$ cat src/rtl/multdiv_iter_mult_if.sv
// Start/operand/result bundle between the multdiv issue logic and the
// iterative multiplier.
interface multdiv_iter_mult_if #(
   parameter int WIDTH = 32
);
   logic                    ctrl_MULT;
   logic signed [WIDTH-1:0] data_operandA;
   logic signed [WIDTH-1:0] data_operandB;
   logic        [WIDTH-1:0] data_result;
   logic                    data_exception;
   logic                    data_resultRDY;

   modport master (
      output ctrl_MULT,
      output data_operandA,
      output data_operandB,
      input  data_result,
      input  data_exception,
      input  data_resultRDY
   );

   modport slave (
      input  ctrl_MULT,
      input  data_operandA,
      input  data_operandB,
      output data_result,
      output data_exception,
      output data_resultRDY
   );
endinterface

$ cat src/rtl/multdiv_iter_mult.sv
// Iterative signed shift-and-add multiplier: one partial product per clock,
// sign applied at the end, low WIDTH bits plus overflow flag and a RDY pulse.
module multdiv_iter_mult #(
   parameter int WIDTH = 32
) (
   input  logic                clock,
   input  logic                reset_n,
   multdiv_iter_mult_if.slave  bus
);

   localparam int CNT_W = $clog2(WIDTH) + 1;
   localparam logic [CNT_W-1:0] LAST_ITER = CNT_W'(WIDTH - 1);

   typedef enum logic [1:0] {
      IDLE,
      RUN,
      FIN
   } state_t;

   state_t state, state_nxt;

   logic                 load, step, finish;
   logic [2*WIDTH-1:0]   mcand;
   logic [WIDTH-1:0]     mplier;
   logic [2*WIDTH-1:0]   acc;
   logic [CNT_W-1:0]     count;
   logic                 sign;
   logic [2*WIDTH-1:0]   product;
   logic [WIDTH-1:0]     result_q;
   logic                 exception_q;
   logic                 rdy_q;

   // Magnitude of a two's complement value; the most negative value maps
   // to its unsigned 2^(WIDTH-1) bit pattern, which is exactly right here.
   function automatic logic [WIDTH-1:0] abs_val(input logic signed [WIDTH-1:0] v);
      logic [WIDTH-1:0] u;
      u = v;
      return v[WIDTH-1] ? (~u + WIDTH'(1)) : u;
   endfunction

   function automatic logic [2*WIDTH-1:0] apply_sign(input logic [2*WIDTH-1:0] mag,
                                                     input logic               neg);
      return neg ? (~mag + (2*WIDTH)'(1)) : mag;
   endfunction

   // Product fits in signed WIDTH bits only if the top WIDTH+1 bits agree.
   function automatic logic overflow(input logic [2*WIDTH-1:0] p);
      logic [WIDTH:0] hi;
      hi = p[2*WIDTH-1:WIDTH-1];
      return !((hi == '0) || (hi == '1));
   endfunction

   always_ff @(posedge clock or negedge reset_n) begin
      if (!reset_n) begin
         state <= IDLE;
      end else begin
         state <= state_nxt;
      end
   end

   // A start request overrides whatever is in flight.
   always_comb begin
      state_nxt = state;
      load      = 1'b0;
      step      = 1'b0;
      finish    = 1'b0;
      if (bus.ctrl_MULT) begin
         load      = 1'b1;
         state_nxt = RUN;
      end else begin
         case (state)
            IDLE: state_nxt = IDLE;
            RUN: begin
               step = 1'b1;
               if (count == LAST_ITER) begin
                  state_nxt = FIN;
               end
            end
            FIN: begin
               finish    = 1'b1;
               state_nxt = IDLE;
            end
            default: state_nxt = IDLE;
         endcase
      end
   end

   assign product = apply_sign(acc, sign);

   always_ff @(posedge clock or negedge reset_n) begin
      if (!reset_n) begin
         mcand       <= '0;
         mplier      <= '0;
         acc         <= '0;
         count       <= '0;
         sign        <= 1'b0;
         result_q    <= '0;
         exception_q <= 1'b0;
         rdy_q       <= 1'b0;
      end else begin
         rdy_q <= 1'b0;
         if (load) begin
            mcand  <= {{WIDTH{1'b0}}, abs_val(bus.data_operandA)};
            mplier <= abs_val(bus.data_operandB);
            sign   <= bus.data_operandA[WIDTH-1] ^ bus.data_operandB[WIDTH-1];
            acc    <= '0;
            count  <= '0;
         end else if (step) begin
            acc    <= acc + (mcand & {(2*WIDTH){mplier[0]}});
            mcand  <= mcand << 1;
            mplier <= mplier >> 1;
            count  <= count + CNT_W'(1);
         end else if (finish) begin
            result_q    <= product[WIDTH-1:0];
            exception_q <= overflow(product);
            rdy_q       <= 1'b1;
         end
      end
   end

   assign bus.data_result    = result_q;
   assign bus.data_exception = exception_q;
   assign bus.data_resultRDY = rdy_q;

endmodule

$ cat src/flat_wrapper.sv
// flat-port wrapper written by rule: the top's interface ports become plain ports
module multdiv_iter_mult_flat 
#(
   parameter int WIDTH = 32
)
  (clock, reset_n, bus_ctrl_MULT, bus_data_operandA, bus_data_operandB, bus_data_result, bus_data_exception, bus_data_resultRDY);
  multdiv_iter_mult_if #(.WIDTH(WIDTH)) bus_i ();
  input  logic clock;
  input  logic reset_n;
  input wire logic [$bits(bus_i.ctrl_MULT)-1:0] bus_ctrl_MULT;
  input wire logic [$bits(bus_i.data_operandA)-1:0] bus_data_operandA;
  input wire logic [$bits(bus_i.data_operandB)-1:0] bus_data_operandB;
  output wire logic [$bits(bus_i.data_result)-1:0] bus_data_result;
  output wire logic [$bits(bus_i.data_exception)-1:0] bus_data_exception;
  output wire logic [$bits(bus_i.data_resultRDY)-1:0] bus_data_resultRDY;
  assign bus_i.ctrl_MULT = bus_ctrl_MULT;
  assign bus_i.data_operandA = bus_data_operandA;
  assign bus_i.data_operandB = bus_data_operandB;
  assign bus_data_result = bus_i.data_result;
  assign bus_data_exception = bus_i.data_exception;
  assign bus_data_resultRDY = bus_i.data_resultRDY;
  multdiv_iter_mult #(.WIDTH(WIDTH)) u_core (.clock(clock), .reset_n(reset_n), .bus(bus_i));
endmodule
$ cat config.mk
export PLATFORM = sky130hd
export DESIGN_NAME = multdiv_iter_mult_flat
export DESIGN_NICKNAME = d
export VERILOG_FILES = /design/src/rtl/multdiv_iter_mult_if.sv /design/src/rtl/multdiv_iter_mult.sv /design/src/flat_wrapper.sv
export SDC_FILE = /design/constraint.sdc
export NUM_CORES = 1
export LEC_CHECK = 0
export ABC_AREA = 0
export BUFFER_PORTS_ARGS = -buffer_cell sky130_fd_sc_hd__buf_2
export CORE_ASPECT_RATIO = 1.1
export CORE_MARGIN = 2
export CORE_UTILIZATION = 45
export CTS_CLUSTER_SIZE = 28
export DETAILED_ROUTE_END_ITERATION = 10
export GPL_TIMING_DRIVEN = 0
export PLACE_DENSITY = 0.69
export SYNTH_ARGS = -nofsm -noshare
export SYNTH_HDL_FRONTEND = slang
export SYNTH_SLANG_ARGS = --single-unit
$ cat constraint.sdc
create_clock -name clock -period 5.1 [get_ports clock]
set_clock_uncertainty 0.2 [all_clocks]
set_input_delay 0.255 -clock clock [delete_from_list [all_inputs] [get_ports clock]]
set_output_delay 0.255 -clock clock [all_outputs]
set_load 0.02 [all_outputs]
# Word-level counts from Yosys, hierarchy flattened
# Index checks and enable logic that the tools add are counted.
[word_totals] regBits=203
[classes] muxes=22 bitwise=7 n_reduce_logical=5 eq_ne=5 addsub=5
[ops] cell="2-to-1 mux 64 bit" count=5
[ops] cell="2-to-1 mux 32 bit" count=4
[ops] cell="adder 32 x 1 -> 32 bit (second input constant)" count=2
[ops] cell="adder 64 x 1 -> 64 bit (second input constant)" count=1
[ops] cell="adder 64 bit" count=1
[ops] cell="bitwise AND 64 bit" count=1
[ops] cell="inverter 32 bit" count=2
[ops] cell="inverter 64 bit" count=1
[ops] cell="== test 33 bit (second input constant)" count=1
[ops] cell="zero test 33 bit" count=1
[ops] cell="2-to-1 mux 6 bit" count=2
[ops] cell="2-to-1 mux 1 bit" count=8
[ops] cell="adder 6 x 1 -> 6 bit (second input constant)" count=1
[ops] cell="== test 6 x 5 -> 1 bit (second input constant)" count=1
[ops] cell="2-to-1 mux 2 bit" count=3
[ops] cell="!= test 3 x 2 -> 1 bit (second input constant)" count=1
[ops] cell="AND reduction 3 bit" count=1
[ops] cell="== test 2 x 1 -> 1 bit (second input constant)" count=1
[ops] cell="== test 2 bit (second input constant)" count=1
[ops] cell="inverter 1 bit" count=2
[ops] cell="nonzero test 2 bit" count=1
[ops] cell="zero test 1 bit" count=1
[ops] cell="logical OR 1 bit" count=1
[ops] cell="XOR 1 bit" count=1

# Longest topological paths before layout
# Gate-level depths: netlist of the first run.
[logic_depth] depth_word=6 mapped_depth=18 mapped_depth_nobuf=16

# Worst setup path before layout of the first run
# OpenSTA, ideal clock, no wires.
[synth_timing] path_kind="register to register" start="reg u_core.mplier[0]" end="reg u_core.acc[63]" t_arrival_ns=4.029 setup_slack_ns=0.747 path_stages_with_launch=17 path_cell_list="dfrtp_1 clkbuf_1 clkbuf_1 and2_1 ha_1 nand4_1 nor3_1 o211ai_1 a31oi_1 a2111oi_0 nor4_1 o211ai_1 and2_1 o31ai_2 a31oi_1 and4b_1 mux2_2"
[synth_via] elab_chain_cells=4
[synth_lines] item="start, declared" line="multdiv_iter_mult.sv:24" text="logic [WIDTH-1:0] mplier;"
[synth_lines] item="start signal, assigned" line="multdiv_iter_mult.sv:104" text="mplier <= abs_val(bus.data_operandB);"
[synth_lines] item="start signal, assigned" line="multdiv_iter_mult.sv:111" text="mplier <= mplier >> 1;"
[synth_lines] item="bitwise AND 64 bit" line="multdiv_iter_mult.sv:109" text="acc <= acc + (mcand & {(2*WIDTH){mplier[0]}});"
[synth_lines] item="adder 64 bit" line="multdiv_iter_mult.sv:109"
[synth_lines] item="2-to-1 mux 64 bit" line="multdiv_iter_mult.sv:108" text="end else if (step) begin"
[synth_lines] item="2-to-1 mux 64 bit" line="multdiv_iter_mult.sv:102" text="if (load) begin"
[synth_lines] item="end signal, assigned" line="multdiv_iter_mult.sv:109"
[synth_lines] item="end, declared" line="multdiv_iter_mult.sv:25" text="logic [2*WIDTH-1:0] acc;"
# Every way passes these cells. The select of a mux whose other input is x is not followed.
# A chain may end at the register's enable or synchronous reset.

# Final worst setup path of the first run
# Ends and elaborated chain as after synthesis.

==> results of run 1 <==
## power by group through the flow
| stage | clock (W) | sequential [W] | combinational, W |
|---|---|---|---|
| 6_report | 0.00167 | 0.00190 | 0.00120 |
| 2_1_floorplan | 0 | 0.00185 | 0.000837 |
| 3_5_place_dp | 0 | 0.00191 | 0.00113 |
| 3_3_place_gp | 0 | 0.00191 | 0.00111 |
| 5_1_grt | 0.00176 | 0.00191 | 0.00134 |
| 4_1_cts | 0.00169 | 0.00189 | 0.00118 |
## per-layer routing
metal  track usage  share of wire
met3        0.0288          0.066
met4        0.0606          0.021
met1         0.359           0.45
met5             0              0
met2         0.424           0.47
## what timing repair did
action / in CTS / in global routing
setup buffers: 0 / 1
pin swaps: 0 / 2
gates resized for setup: 5 / 8
hold buffers: 72 / 0
setup endpoints to repair: 10 / 5
hold endpoints to repair: 178 / 0
## area by class of cell
class,count,area share
clock buffers,37,0.0406
well taps,426,0.0305
multi-input cells,1491,0.536
plain buffers,97,0.0210
flip-flops and latches,203,0.291
inverters,28,0.00602
clock inverters,6,0.00280
repair buffers,173,0.0722
## critical path, cell delays in order (launching register included)
cell	delay, ps
dfrtp_2	530
clkbuf_1	210
and2_1	200
ha_1	390
nand4_1	220
nor3_1	290
o211ai_1	250
a31oi_4	310
a2111oi_1	160
nor4_1	290
o211ai_1	220
and2_1	260
o31ai_4	420
a31oi_1	130
and4b_1	330
mux2_2	340
## worst paths after layout
path,from,endpoint,slack (ps),cells past startpoint
worst max-delay path,u_core.mplier[0],u_core.acc[63],220,15
worst min-delay path,bus_data_operandA[31],u_core.mcand[17],30,5
worst max register to register,u_core.mplier[0],u_core.acc[63],220,15
worst min register to register,u_core.bus.data_result[15],u_core.bus.data_result[15],320,2
max in group asynchronous,reset_n,u_core.acc[49],3520,3
min in group asynchronous,reset_n,u_core.mcand[7],200,2
## state kept, by name, summed over array words and instances, names as in the netlist, 2 cells and up
signal / count
u_core.acc: 64
u_core.bus.data_result: 32
u_core.count: 6
u_core.mcand: 64
u_core.mplier: 32
u_core.state: 2
## through the flow
step	cells	TNS, ps	setup slack (ps)	utilization
2_1_floorplan	1820	0	747	-
3_3_place_gp	2345	-3330	-626	0.490
3_5_place_dp	2346	-3440	-629	0.492
4_1_cts	2460	0	16.3	0.538
5_1_grt	2461	0	43.7	0.539
6_report	2461	0	219	0.539
## Yosys cell counts (11+ instances only)
cell        n  area share
xor2_1     75       0.044
dfrtp_1   203        0.34
and2_1     67       0.028
buf_1      16      0.0040
nand2_1   315       0.080
xnor2_1    92       0.054
o41ai_1    17       0.010
nor4_1     12      0.0051
a211oi_1   11      0.0056
a21oi_1   167       0.056
or4_1      16      0.0081
nand3_1    35       0.012
nand2b_1   12      0.0051
nor2_1     95       0.024
a21o_1     41       0.021
mux2i_1    60       0.040
inv_1      28      0.0071
ha_1       67       0.056
a31oi_1    21      0.0088
o31ai_1    37       0.019
clkbuf_1   81       0.020
o21ai_0   156       0.053
or3_1      24       0.010
and3_1     17      0.0072
nor3_1     24      0.0081
nand4_1    22      0.0093
## cells by family after synthesis
family / share of synthesized area
and+or+nand+nor: 0.219
AOI/OAI and AO/OA: 0.209
DFF: 0.342
xor gates and xnor gates: 0.0985
buffers and inverters: 0.0319
adders and majority gates: 0.0578
muxes: 0.0420
==> results by group, run 1 <==
Status
  • Status: finished clean

Synthesis
  • Yosys reg bits: between 200 and 250
  • Syn Inst Count: roughly 1800
  • Mapped Nets: about 2000
  • Post-synth EDFFs: 0
  • Mapped Area: approximately 0.015 mm^2
  • Yosys cell types: 67
  • Warnings from Yosys: 0
  • Share of synthesized registers carrying an async set or reset: 1.00
  • Sequential-to-total area share from yosys stat: 0.342
  • Syn avg cell area: approximately 8.2 um^2
  • Commonest register cell after synthesis: dfrtp_1

STA
  • Final Max Tran Viols: 0
  • Fin. Hold Viols: 0
  • FMAX: 205 MHz
  • Worst slew margin: 0.192
  • RSZ-0062 raised after global routing: no
  • Final Cycle Share: 0.957
  • Worst-margin pin slew: about 1200 ps
  • Period minus WS final: 4880 ps
  • Hold slack: around 31 ps
  • Setup violations, final: 0

Pwr
  • Lkg Pwr: approximately 8.1 nW
  • Total power: between 0.004 and 0.005 W
  • Comb pwr share: 0.251
  • Internal power: ~0.0032 W
  • Worst VDD drop: 213 uV
  • Flop pwr share: 0.398
  • Sw Share: 0.334
  • Net Switching: about 0.0016 W
  • Pwr/cell area: 273 mW/mm^2
  • Clk network pwr share: 0.351

Floorplan
  • Initial cell density of the core: 0.459
  • Ports: 101
  • Core footprint: around 0.032 mm^2
  • Rows: 69
  • Die Ht: 195 um
  • Die Wd: 177 um
  • DIE AREA: roughly 0.034 mm^2

Final layout
  • Most frequent cells in the layout: 315 x nand2_1, 202 x dfrtp_1, 167 x a21oi_1, 155 x o21ai_0, 98 x buf_2
  • Area grow syn2layout: 17.6%
  • Multi-input gate area: around 0.0094 mm^2
  • Antenna cells: 0
  • Final net count: approximately 2200
  • Design area: between 0.015 and 0.02 mm^2
  • Commonest non-fill, non-tap cell in the layout: nand2_1
  • Layout cells sized above 1: 0.0845
  • FILL cells: between 2000 and 3000
  • Reg area: around 0.0051 mm^2

Routing
  • Initial DRC count: ~1100
  • Drt drc: 0
  • Wirelength per Cell: roughly 18 um
  • Final WL: 44600 um
  • Vias: around 14000
  • ANT nets after route: 0
  • Vias per Instance: slightly below 6
  • DR pass1 iterations: 5

Placement
  • DP Wirelength: about 33000 um
  • Dpl cell area: roughly 0.016 mm^2
  • Port Buf Inserts: slightly below 100
  • Final Wtd Congestion: 0.905

CTS
  • CTS root buf: clkbuf_16
  • Clk buf depth: 3
  • Sink Count: 203
  • Clock buffer count from CTS: 24
  • H-tree depth: 1
  • Clk_lat worst skew: between 500 and 600 ps
  • CTS tree: done
  • Clock slew at reported path FFs: ~60 ps

Setup path
  • CP Data Required Time: about 5300 ps
  • Critical Path Source Type: flip-flop
  • Kind of critical path: flip-flop to flip-flop
  • Crit Path Max Fanout: 12
  • WP data arrival: just over 5000 ps
  • Element type at the critical path end: flip-flop

Global routing
  • Initial antenna violation count: 0
  • Final global-route overflow total: 0
  • Number of global-route vias before repair: 13800
  • First-pass GRT wire length: ~72000 um
  • Largest net degree at the start of global routing: between 100 and 150
  • GRT Overall Usage: 0.257

Run
  • MaxCap Viol Count: 0

Worst hold path
  • Hold WC Path Type: input pin to flip-flop
Note: power is estimated with default switching activity, not from simulation.
==> inputs of run 2 (changes only) <==
--- a/config.mk
+++ b/config.mk
@@ -14,6 +14,7 @@
 export DETAILED_ROUTE_END_ITERATION = 10
 export GPL_TIMING_DRIVEN = 0
 export PLACE_DENSITY = 0.69
+export REMOVE_ABC_BUFFERS = 1
 export SYNTH_ARGS = -nofsm -noshare
 export SYNTH_HDL_FRONTEND = slang
 export SYNTH_SLANG_ARGS = --single-unit
==> constraint.sdc (replaced) <==
create_clock -name clock -period 4.5 [get_ports clock]
set_clock_uncertainty 0.2 [all_clocks]
set_input_delay 0.225 -clock clock [delete_from_list [all_inputs] [get_ports clock]]
set_output_delay 0.225 -clock clock [all_outputs]
set_load 0.02 [all_outputs]
==> run 2 against run 1 <==
Cell area increased by 2.7%. Die area unchanged. Global-route usage decreased by 2.8 points. Highest routed layer unchanged.
==> results by group, run 2 (synthesis results as in run 1) <==
Routing
  • Initial DRC count: around 950
  • Wirelength per Cell: about 17 um
  • ANT nets after route: 0
  • Vias: 13800
  • DR pass1 iterations: 5
  • Drt drc: 0
  • Final WL: around 40000 um
  • Vias per Instance: around 5.7

Final layout
  • FILL cells: between 2000 and 3000
  • Antenna cells: 0
  • Design area: between 0.015 and 0.02 mm^2
  • Area grow syn2layout: 20.7%
  • Layout cells sized above 1: 0.115
  • Commonest non-fill, non-tap cell in the layout: nand2_1
  • Biggest regs: u_core.acc x64, u_core.mcand x64
  • Most frequent cells in the layout: 314 x nand2_1, 201 x dfrtp_1, 165 x a21oi_1, 152 x o21ai_0, 98 x buf_2
  • Non-filler cells, final: between 2000 and 2500
  • Final net count: 2101

Pwr
  • Worst VDD drop: 223 uV
  • Pwr/cell area: just over 300 mW/mm^2
  • Lkg Pwr: 8.27 nW
  • Total power: 0.00546 W

Setup path
  • Slowest CP cell: dlygate4sd3_1
  • CP cell instances: dlygate4sd3_1 > buf_2 > or3_4 > or4_4 > nor2_4 > nand3_4 > or4_4 > or4_4 > or3_4 > or4_4 > o41ai_1 > dlygate4sd3_1
  • Reg2Reg Launch Point: u_core.mplier[0]
  • Crit Path Max Fanout: 4
  • CP Data Required Time: 4760 ps
  • WP data arrival: ~4600 ps
  • CP dominant cell by count: or4_4
  • Reg-to-reg slack, setup: 140 ps
  • Slowest stage delay, CP: a little under 600 ps
  • Reg2reg path depth: 15
  • FF-to-FF End: u_core.acc[63]
  • Worst path top cell family by delay: simple AND/OR/NAND/NOR gates
  • Element type at the critical path end: flip-flop
  • Buffer and inverter count on the worst path: 3
  • Kind of critical path: input pin to flip-flop
  • Critical Path Source Type: input pin

STA
  • FMAX: approximately 230 MHz
  • Setup violations, final: 0
  • Period minus WS final: around 4400 ps
  • Worst slew margin: 0.260
  • Final Cycle Share: 0.974
  • Worst-margin pin slew: about 1100 ps
  • Final Max Tran Viols: 0
  • Fin. Hold Viols: 0
  • Hold slack: around 18 ps

Floorplan
  • DIE AREA: between 0.03 and 0.04 mm^2
  • Initial cell density of the core: 0.459
  • Ports: 101
  • Die Wd: 177 um
  • Die Ht: between 150 and 200 um
  • Core footprint: approximately 0.032 mm^2
  • Rows: 69

CTS
  • CTS tree: done
  • Clk_lat worst skew: 530 ps
  • Clk buf depth: 3
  • Clock slew at reported path FFs: approximately 60 ps
  • Sink Count: about 200
  • H-tree depth: 1
  • CTS root buf: clkbuf_16
  • Clock buffer count from CTS: 23

Worst hold path
  • Hold WC Path Type: input pin to async pin

Global routing
  • GRT Overall Usage: 0.229
  • Initial antenna violation count: 0
  • Final global-route overflow total: 0
  • Number of global-route vias before repair: 13300
  • First-pass GRT wire length: roughly 66000 um
  • Largest net degree at the start of global routing: between 100 and 150

Placement
  • Port Buf Inserts: 100
  • DP Wirelength: between 20000 and 30000 um
  • Dpl cell area: roughly 0.016 mm^2
  • Dpl cells: ~2300
  • Final Wtd Congestion: roughly 0.91

Run
  • MaxCap Viol Count: 0

Status
  • Status: finished clean
-- run 2: worst max-delay path by stage --
stage	slack, ps	endpoint	startpoint	cells past startpoint
5_1_grt	-50	u_core.acc[63]	u_core.mplier[0]	15
3_3_place_gp	-9320	u_core.acc[62]	u_core.state[1]	4
6_report	120	u_core.mplier[31]	bus_data_operandB[3]	12
4_1_cts	30	u_core.mplier[28]	bus_data_operandB[3]	15
2_1_floorplan	-3220	u_core.acc[62]	u_core.state[1]	4
3_5_place_dp	-1160	u_core.acc[63]	u_core.mplier[0]	14
-- run 2: power breakdown --
| part | switching, W | leakage, nW | total (W) | internal, W |
|---|---|---|---|---|
| Combinational | 0.000845 | 5.22 | 0.00147 | 0.000620 |
| Sequential | 0.000172 | 2.68 | 0.00213 | 0.00196 |
| Clock | 0.000783 | 0.369 | 0.00186 | 0.00108 |
| Total | 0.00180 | 8.27 | 0.00546 | 0.00366 |
-- run 2: timing repair --
item	in CTS	in global routing
setup buffers	4	12
cloned	0	0
pin swaps	6	20
setup endpoints to repair	26	17
gates resized for setup	16	35
hold buffers	92	0
hold endpoints to repair	199	0
-- run 2: cell type report --
class                           count  area [um^2]  area share
Inverter                           28          105     0.00586
Sequential cell                   203         5080       0.284
Multi-Input combinational cell   1491         9610       0.536
Clock buffer                       34          667      0.0372
Timing Repair Buffer              219         1860       0.104
Clock inverter                      8         68.8     0.00384
Tap cell                          426          533      0.0297
-- run 2: per-layer routing --
layer  wire length, um  up-vias  track usage
li1                  -     6784            -
met1             18400     6675        0.313
met2             19400      321        0.381
met3              1930       66       0.0299
met4               872        0       0.0591
met5                 0        -            0
-- run 2: per-stage QoR --
| stage | utilization | setup WS [ps] | TNS [ps] |
|---|---|---|---|
| 6_report | 0.554 | 117 | 0 |
| 5_1_grt | 0.554 | -47.0 | -112 |
| 3_3_place_gp | 0.479 | -9320 | -929290 |
| 4_1_cts | 0.545 | 34.1 | 0 |
| 2_1_floorplan | - | -3220 | -213980 |
| 3_5_place_dp | 0.489 | -1160 | -13560 |
==> inputs of run 3 (changes only) <==
--- a/config.mk
+++ b/config.mk
@@ -14,7 +14,9 @@
 export DETAILED_ROUTE_END_ITERATION = 10
 export GPL_TIMING_DRIVEN = 0
 export PLACE_DENSITY = 0.69
+export RECOVER_POWER = 25
 export REMOVE_ABC_BUFFERS = 1
+export SKIP_CTS_REPAIR_TIMING = 1
 export SYNTH_ARGS = -nofsm -noshare
 export SYNTH_HDL_FRONTEND = slang
 export SYNTH_SLANG_ARGS = --single-unit
==> run 3 against run 2 <==
The flow now finishes with violations (capacitance limit, slew limit). Sequential power hardly changed. Highest routed layer unchanged. Combinational power is 7% lower. Count of clock-buffer cells in the layout stayed put. Global-route usage is 1.0 points lower. Routed wire length is 2.2% lower. Largest cell class unchanged. Clock power hardly changed. Worst setup slack worse by 41 ps. Cell count is 1.1% lower. Hold slack worse by 8.2 ps. Critical path depth is 3 higher.
==> results by group, run 3 (synthesis results as in run 1) <==
Final layout
  • Antenna cells: 0
  • Layout cells sized above 1: 0.108
  • Biggest regs: u_core.acc x64, u_core.mcand x64
  • Most frequent cells in the layout: 315 x nand2_1, 201 x dfrtp_1, 164 x a21oi_1, 154 x o21ai_0, 98 x buf_2
  • Multi-input gate area: about 0.0095 mm^2
  • Commonest non-fill, non-tap cell in the layout: nand2_1
  • Post-layout util: 0.541
  • Area grow syn2layout: 17.8%
  • Final net count: just over 2000
  • Reg area: just over 0.005 mm^2
  • FILL cells: roughly 3000

STA
  • Final Max Tran Viols: 64
  • Setup violations, final: 0
  • Final WS setup: around 76 ps
  • Total negative slack: 0 ps
  • Worst-margin pin slew: about 1700 ps
  • Period minus WS final: 4420 ps
  • Fin. Hold Viols: 0
  • Final Cycle Share: 0.983
  • Worst slew margin: -0.124
  • FMAX: about 230 MHz
  • RSZ-0062 raised after global routing: yes

Setup path
  • Reg-to-reg slack, setup: around 76 ps
  • Critical Path Source Type: flip-flop
  • Kind of critical path: flip-flop to flip-flop
  • Slowest stage delay, CP: around 600 ps
  • Buffer and inverter count on the worst path: 1
  • Element type at the critical path end: flip-flop
  • Crit Path Max Fanout: 18
  • CP cell instances: buf_8 > and2_1 > ha_1 > nand2_1 > o211ai_1 > a41oi_1 > a31oi_4 > a2111oi_2 > nor4_2 > o211ai_1 > and2_1 > o31ai_4 > a31oi_1 > and4b_1 > mux2_2
  • Slowest CP cell: dfrtp_4
  • Worst path top cell family by delay: compound AO/OA/AOI/OAI gates
  • WP data arrival: approximately 4600 ps
  • CP Data Required Time: 4710 ps

Pwr
  • Worst VDD drop: about 220 uV
  • Total power: roughly 0.0054 W
  • Lkg Pwr: 8.15 nW
  • Pwr/cell area: roughly 310 mW/mm^2

Floorplan
  • Rows: 69
  • Die Ht: ~200 um
  • DIE AREA: ~0.034 mm^2
  • Initial cell density of the core: 0.459
  • Core footprint: between 0.03 and 0.04 mm^2
  • Ports: ~100
  • Die Wd: between 150 and 200 um

Placement
  • DP Worst Slack: -1160 ps
  • DP Wirelength: about 27000 um
  • Final Wtd Congestion: ~0.91
  • Port Buf Inserts: 100

Routing
  • Vias per Instance: roughly 5.7
  • Vias: approximately 14000
  • ANT nets after route: 0
  • Drt drc: 0
  • Initial DRC count: 945
  • Final WL: 39700 um
  • DR pass1 iterations: 5
  • Wirelength per Cell: approximately 17 um

Global routing
  • Largest net degree at the start of global routing: 121
  • Final global-route overflow total: 0
  • GRT Overall Usage: 0.219
  • Number of global-route vias before repair: 12600
  • Initial antenna violation count: 0
  • First-pass GRT wire length: between 60000 and 70000 um

CTS
  • Clock buffer count from CTS: 23
  • Sink Count: around 200
  • CTS root buf: clkbuf_16
  • H-tree depth: 1
  • Clock slew at reported path FFs: ~60 ps
  • Clk buf depth: 3
  • CTS tree: done
  • Clk_lat worst skew: about 530 ps

Status
  • Status: finished, violations left
  • Failing checks: capacitance limit, slew limit

Worst hold path
  • Hold WC Path Type: input pin to async pin

Run
  • MaxCap Viol Count: 1
## run 3: cell types whose count changed in the layout (fill, tap and decap cells not counted), sizes merged
cell	change
dlygate4sd3	-23
buf	-4
clkbuf	+1
## run 3: path summary, 6_finish.rpt
path / depth (start not counted) / startpoint / endpoint
worst max-delay path: 15 / u_core.mplier[0] / u_core.acc[63]
min in group clock: 3 / bus_data_operandB[31] / u_core.sign
worst min-delay path: 2 / reset_n / u_core.bus.data_result[5]
max in group asynchronous: 4 / reset_n / u_core.mcand[63]
worst max register to register: 15 / u_core.mplier[0] / u_core.acc[63]
worst min register to register: 2 / u_core.bus.data_result[19] / u_core.bus.data_result[19]
## run 3: worst register-to-register path, delay by kind of cell (launching register included)
family,cells,cell delay [ps]
adders and majority gates,1,430
DFF,1,590
muxes,1,340
buffers and inverters,1,210
AOI/OAI and AO/OA,7,1510
and+or+nand+nor,5,1050
## run 3: final cells by class
type,count,share of cell area
inverters,28,0.00601
flip-flops and latches,203,0.291
multi-input cells,1491,0.542
clock buffers,34,0.0381
well taps,426,0.0305
clock inverters,8,0.00393
repair buffers,193,0.0894
## run 3: metrics by stage
| stage | std cells | cell area (um^2) | hold WS [ps] |
|---|---|---|---|
| after floorplan | 1722 | 14500 | -271 |
| after global placement | 2248 | 15500 | 258 |
| after detailed placement | 2261 | 15800 | -18.1 |
| after CTS | 2303 | 16600 | -571 |
| after global routing | 2383 | 17500 | 60.2 |
| final | 2383 | 17500 | 9.52 |
## run 3: metal layers
| layer | GRT usage | routed length [um] | part of all wire |
|---|---|---|---|
| met5 | 0 | 0 | 0 |
| met4 | 0.0490 | 675 | 0.017 |
| met3 | 0.0274 | 1930 | 0.049 |
| met2 | 0.356 | 18800 | 0.47 |
| met1 | 0.310 | 18300 | 0.46 |
## run 3: report_power, final
group	internal (W)	total [W]	switching, W
Combinational	0.000563	0.00137	0.000811
Clock	0.00108	0.00187	0.000785
Sequential	0.00196	0.00213	0.000170
